--- config.mk ---
export PLATFORM = sky130hd
export DESIGN_NAME = butterfly_p2s
export DESIGN_NICKNAME = d
export VERILOG_FILES = /design/src/rtl/butterfly_pkg.sv /design/src/rtl/butterfly_lane_skew.sv /design/src/rtl/butterfly_p2s.sv
export SDC_FILE = /design/constraint.sdc
export NUM_CORES = 1
export LEC_CHECK = 0
export ABC_AREA = 1
export CAP_MARGIN = 40
export CORE_UTILIZATION = 25
export DETAILED_ROUTE_END_ITERATION = 8
export GPL_TIMING_DRIVEN = 0
export PLACE_DENSITY = 0.49
export SETUP_SLACK_MARGIN = 0.3
export SYNTH_ARGS = -nofsm -noshare
export SYNTH_HDL_FRONTEND = slang
export SYNTH_SLANG_ARGS = --single-unit
export TNS_END_PERCENT = 30
--- constraint.sdc ---
create_clock -name clk -period 6.1 [get_ports clk]
set_clock_uncertainty 0.05 [all_clocks]
set_input_delay 0.915 -clock clk [delete_from_list [all_inputs] [get_ports clk]]
set_output_delay 0.915 -clock clk [all_outputs]
set_load 0.005 [all_outputs]
--- src/rtl/butterfly_pkg.sv ---
// Shared definitions for the butterfly serial/parallel stages: lane-skew rule and common constants.
package butterfly_pkg;

    localparam int unsigned DEFAULT_DATA_WIDTH = 16;
    localparam int unsigned POPCNT_SPAN        = 8;
    localparam int unsigned CNT_W              = 16;

    typedef enum logic {
        EMPTY = 1'b0,
        DRAIN = 1'b1
    } p2s_state_e;

    // Lane index = (low counter bits + popcount of the next 8 bits) mod 2**in_bits.
    function automatic logic [7:0] lane_skew(input logic [CNT_W-1:0] cnt,
                                             input int unsigned       in_bits);
        logic [7:0]       hi8;
        logic [7:0]       pc;
        logic [CNT_W-1:0] mask;
        logic [CNT_W-1:0] sum;
        hi8  = 8'(cnt >> in_bits);
        pc   = '0;
        for (int i = 0; i < int'(POPCNT_SPAN); i++) begin
            pc = pc + {7'b0, hi8[i[2:0]]};
        end
        mask = CNT_W'((32'd1 << in_bits) - 32'd1);
        sum  = (cnt & mask) + CNT_W'(pc);
        return 8'(sum & mask);
    endfunction

endpackage

--- src/rtl/butterfly_lane_skew.sv ---
// Combinational counter -> lane index mapping shared by the s2p and p2s stages.
module butterfly_lane_skew
    import butterfly_pkg::*;
#(
    parameter  int unsigned num_input   = 8,
    localparam int unsigned num_in_bits = $clog2(num_input)
) (
    input  logic [CNT_W-1:0]       cnt_i,
    output logic [num_in_bits-1:0] sel_c_o
);

    assign sel_c_o = num_in_bits'(lane_skew(cnt_i, num_in_bits));

endmodule

--- src/rtl/butterfly_p2s.sv ---
// Butterfly parallel-to-serial stage: emits one lane per cycle in skewed order,
// with frame-length truncation and valid/ready on both sides.
module butterfly_p2s
    import butterfly_pkg::*;
#(
    parameter  int unsigned data_width  = DEFAULT_DATA_WIDTH,
    parameter  int unsigned num_input   = 8,
    localparam int unsigned num_in_bits = $clog2(num_input)
) (
    input  logic                              clk,
    input  logic                              rst_n,
    input  logic [num_input*data_width-1:0]   up_dat,
    input  logic                              up_vld,
    output logic                              up_rdy,
    input  logic [CNT_W-1:0]                  length,
    output logic [data_width-1:0]             dn_dat,
    output logic                              dn_vld,
    input  logic                              dn_rdy
);

    p2s_state_e                      state_q, state_d;
    logic [num_input*data_width-1:0] vec_q;
    logic [CNT_W-1:0]                cnt_q, cnt_d;
    logic [CNT_W-1:0]                length_q, length_d;
    logic [num_in_bits-1:0]          ecnt_q, ecnt_d;
    logic [num_in_bits-1:0]          sel_q, sel_d;
    logic [data_width-1:0]           lanes [num_input];
    logic                            full, xfer, vec_end, frame_end, last_elem, accept;

    for (genvar g = 0; g < num_input; g++) begin : g_lane
        assign lanes[g] = vec_q[g*data_width +: data_width];
    end

    assign full      = (state_q == DRAIN);
    assign xfer      = full & dn_rdy;
    assign vec_end   = (ecnt_q == num_in_bits'(num_input - 1));
    assign frame_end = (cnt_q == length_q - CNT_W'(1));
    assign last_elem = xfer & (vec_end | frame_end);
    assign accept    = up_vld & up_rdy;

    always_ff @(posedge clk or negedge rst_n) begin
        if (!rst_n) state_q <= EMPTY;
        else        state_q <= state_d;
    end

    always_comb begin
        state_d = state_q;
        case (state_q)
            EMPTY: if (accept)              state_d = DRAIN;
            DRAIN: if (last_elem & !accept) state_d = EMPTY;
        endcase
    end

    // Back-to-back vectors: a new one is accepted on the cycle the last lane leaves.
    always_comb begin
        dn_vld = 1'b0;
        up_rdy = 1'b1;
        dn_dat = '0;
        if (full) begin
            dn_vld = 1'b1;
            up_rdy = last_elem;
            dn_dat = lanes[sel_q];
        end
    end

    // Frame length is latched only when the incoming vector begins a frame.
    always_comb begin
        cnt_d    = cnt_q;
        ecnt_d   = ecnt_q;
        length_d = length_q;
        if (xfer) begin
            cnt_d  = frame_end ? '0 : cnt_q + CNT_W'(1);
            ecnt_d = vec_end ? '0 : ecnt_q + num_in_bits'(1);
        end
        if (accept) begin
            ecnt_d = '0;
            if (cnt_d == '0) length_d = length;
        end
    end

    butterfly_lane_skew #(.num_input(num_input)) u_skew (
        .cnt_i   (cnt_d),
        .sel_c_o (sel_d)
    );

    always_ff @(posedge clk or negedge rst_n) begin
        if (!rst_n) begin
            vec_q    <= '0;
            cnt_q    <= '0;
            length_q <= '0;
            ecnt_q   <= '0;
            sel_q    <= '0;
        end else begin
            if (accept) vec_q <= up_dat;
            cnt_q    <= cnt_d;
            length_q <= length_d;
            ecnt_q   <= ecnt_d;
            sel_q    <= sel_d;
        end
    end

endmodule

==> results by group <==
Outcome
  • Status: finished clean

Setup path
  • R2R cell count: 25
  • Worst Path Required: around 6400 ps
  • R2R Path End: sel_q[2]
  • Worst R2R Setup Slack: 880 ps
  • Crit path to: sel_q[2]
  • Worst Path Max Fanout: 10
  • Critical Path Source: length_q[0]
  • Arrival time of the worst setup path: between 5000 and 6000 ps
  • Critical path startpoint category: flip-flop
  • Worst r2r src: length_q[0]
  • Worst setup EP type: flip-flop
  • Crit Path Class: flip-flop to flip-flop

CTS
  • CTS tree: yes
  • Clock root cell: clkbuf_16
  • # H-tree levels: 4
  • Clock latency on the worst-skew pair: approximately 440 ps
  • Clock Tree Buf Depth: 2
  • Num CTS Buffers: 17
  • Number of post-CTS setup repair buffers: 0
  • # clock sinks: around 170
  • Clock transition at path regs: around 80 ps

Yosys
  • Synthesis-stage register bit count: approximately 170
  • EDFF count, synth: 0
  • Mapped cell area: around 9000 um^2
  • Main combinational cell family by area after synthesis: simple AND/OR/NAND/NOR gates
  • Sequential area share after synthesis: 0.464
  • Synth Area in Simple Gates: 0.352
  • Synth Area in Compound Gates: 0.0774
  • Fraction of synthesized area in multiplexers: 0
  • Post-Syn Nets: roughly 1,400
  • Post-Syn Instances: 1,222
  • Synth async-reset ratio: 1.00
  • Ys Warns: 0
  • Netlist cell types: 36
  • Synthesized-area fraction occupied by adder cells: 0.0195
  • Mean Syn Cell Area: 7.37 um^2
  • Synth Area in XOR/XNOR: 0.0204
  • Dominant synthesized flop cell: dfrtp_1

Power
  • Net Sw Frac: 0.417
  • Power share of the clock group: 0.209
  • Share of power burned in registers: 0.359
  • Comb pwr share: 0.432
  • Total Power: between 0.005 and 0.006 W
  • Psw: between 0.002 and 0.0025 W
  • Lkg Pwr: roughly 6 nW
  • Pwr dens: roughly 430 nW/um^2
  • Cell internal pwr: 0.00301 W
  • Worst VDD drop: between 0.2 and 0.3 mV

Placed design
  • HPWL Detailed: 23.9 mm
  • Placed insts: 1,850
  • Port-buffer cells: between 150 and 200
  • Placer Congestion: just under 0.9

Die
  • Die height: 192 um
  • Die area: 36,800 um^2
  • Rows: 69
  • Core area: roughly 35,000 um^2
  • Initial Util: 0.254
  • # IOs: roughly 170
  • Die W: around 190 um

Hold path
  • HP Class: primary input to asynchronous set/reset pin

Global routing
  • Largest net degree at the start of global routing: between 100 and 150
  • GRT overflow: 0
  • Via count of the first global-routing pass: between 8,000 and 9,000
  • First-pass GRT wire length: about 48 mm
  • Global-route usage over all layers: 0.171
  • Antenna violations before repair: 1

Timing
  • Setup Total Neg Slack: 0 ps
  • Worst-Margin Slew: 609 ps
  • Max_slew headroom: 0.594
  • RSZ-0062 raised after global routing: false
  • Period utilization: 0.856
  • Final hold vios: 0
  • Setup violators final: 0
  • Peak Freq: between 150 and 200 MHz
  • Max-slew violations: 0
  • Crit path time final: between 5000 and 6000 ps

Drt
  • Routed WL: 30.1 mm
  • WL per Instance: 16.0 um
  • Antenna Violating Nets Remaining: 0
  • DRT iter0 DRCs: about 540
  • Routed vias: ~8,400
  • Initial DRT Pass Iterations: 5
  • # DRC: 0
  • Vias per inst: between 4 and 5

Finish
  • Nets: approximately 1,600
  • N_diodes: 0
  • Share of cells above drive strength 1: 0.0591
  • Register area: around 4200 um^2
  • Area of the multi-input gates: approximately 4200 um^2
  • Final std cells w/o fill: approximately 1,900
  • Syn-to-layout area delta: 31.8%
  • Filler instances: around 3,800
  • Final Core Density: 0.334

Flow run
  • Max_cap viols: 0
[sequential cells by signal, indices dropped and copies added, names as in the netlist]
name and flops:
cnt_q 16, ecnt_q 3, full 1, sel_q 3, vec_q 128, length_q 16
[cell usage in the layout, fill, tap and decap left out, drive strengths merged]
cell,Yosys,layout
buf,26,29
ha,6,6
nor2,154,154
dfrtp,167,167
xor2,15,15
nand3b,4,4
o211ai,1,1
nor3,4,4
o21ai,89,89
a21oi,2,2
nand3,171,171
clkbuf,44,61
clkinvlp,0,3
and2,2,2
nand2,405,405
o22ai,16,16
a31oi,16,16
o21bai,1,1
inv,77,83
clkdlybuf4s50,0,164
o41ai,2,2
clkinv,1,7
nand4,7,7
nor3b,1,1
xnor2,6,6
fa,5,5
[routing by layer]
| layer | part of all wire | vias up | global-route usage |
|---|---|---|---|
| met5 | 0.00043 | - | 0 |
| met4 | 0.017 | 2 | 0.0446 |
| met3 | 0.036 | 27 | 0.0314 |
| met2 | 0.48 | 193 | 0.287 |
| met1 | 0.47 | 3924 | 0.225 |
| li1 | - | 4292 | - |
[worst min path at each step]
stage          slack (ps)       start    endpoint
2_1_floorplan         390  vec_q[100]  vec_q[100]
3_3_place_gp          400   vec_q[52]   vec_q[52]
3_5_place_dp          400   vec_q[23]   vec_q[23]
4_1_cts               330       rst_n   vec_q[79]
5_1_grt               340       rst_n   vec_q[79]
6_report              340       rst_n   vec_q[79]
[final cells by class]
class | instances | share of cell area
Clock inverter | 15 | 0.0136
Sequential cell | 167 | 0.352
Inverter | 78 | 0.0247
Tap cell | 461 | 0.0486
Buffer | 70 | 0.0258
Multi-Input combinational cell | 907 | 0.356
Clock buffer | 17 | 0.0359
Timing Repair Buffer | 167 | 0.143
[cells in the mapped netlist, types with 3 or more instances]
library cell | n | share of area
nor2_1 | 147 | 0.061
nand3_2 | 3 | 0.0033
xor2_1 | 15 | 0.015
nand2_1 | 400 | 0.17
fa_1 | 5 | 0.011
nand4_1 | 7 | 0.0049
nor3_1 | 4 | 0.0022
nand2_4 | 3 | 0.0038
clkbuf_1 | 44 | 0.018
nor2_2 | 3 | 0.0021
xnor2_1 | 6 | 0.0058
ha_1 | 6 | 0.0083
o21ai_0 | 86 | 0.048
inv_1 | 72 | 0.030
a31oi_1 | 16 | 0.011
o22ai_1 | 16 | 0.011
dfrtp_1 | 167 | 0.46
buf_2 | 22 | 0.012
nand3b_1 | 4 | 0.0033
inv_2 | 5 | 0.0021
nand3_1 | 168 | 0.093
o21ai_1 | 3 | 0.0017
[power groups by stage]
stage	combinational, W	sequential [W]	clock (W)
detailed placement	0.00222	0.00186	0
finish	0.00223	0.00185	0.00108
global placement	0.00222	0.00186	0
global route	0.00253	0.00190	0.00115
floorplan	0.00135	0.00174	0
CTS	0.00225	0.00185	0.00110
[critical path: stages (launching register included)]
cell and delay, ps:
dfrtp_1 420, inv_2 100, ha_1 210, nand3_2 160
nor2_1 210, nand2_1 100, nand2_1 90, nand2_1 70
nand2_1 90, nor2_1 40, nand2_1 50, nor2_1 50
nand3_2 170, clkbuf_2 260, nand2_1 120, fa_1 520
inv_1 50, fa_1 500, inv_1 60, fa_1 500
inv_1 50, fa_1 370, fa_1 380, xnor2_1 170
xor2_1 190, xor2_1 160
[metrics by stage]
stage                     area, um^2  setup WS (ps)  hold slack (ps)
final                          11900            876              338
after global routing           11900            369              345
after CTS                      11900            657              333
after detailed placement       11300            479              403
after global placement         11200          -3210              398
after floorplan                 9000           1270              387
[what timing repair did]
action | 4_1_cts | 5_1_grt
gates resized for setup | 0 | 2
hold buffers | 0 | 0
setup endpoints to repair | 0 | 1
endpoints found under the hold margin | 0 | 0
[cell families after synthesis]
kind of cell	count (synthesis)
AND/OR/NAND/NOR	748
flip-flops	167
buffers and inverters	148
AO/OA/AOI/OAI	127
XOR/XNOR	21
adder cells (fa/ha/maj)	11
Power figures use the tool's default switching activity.
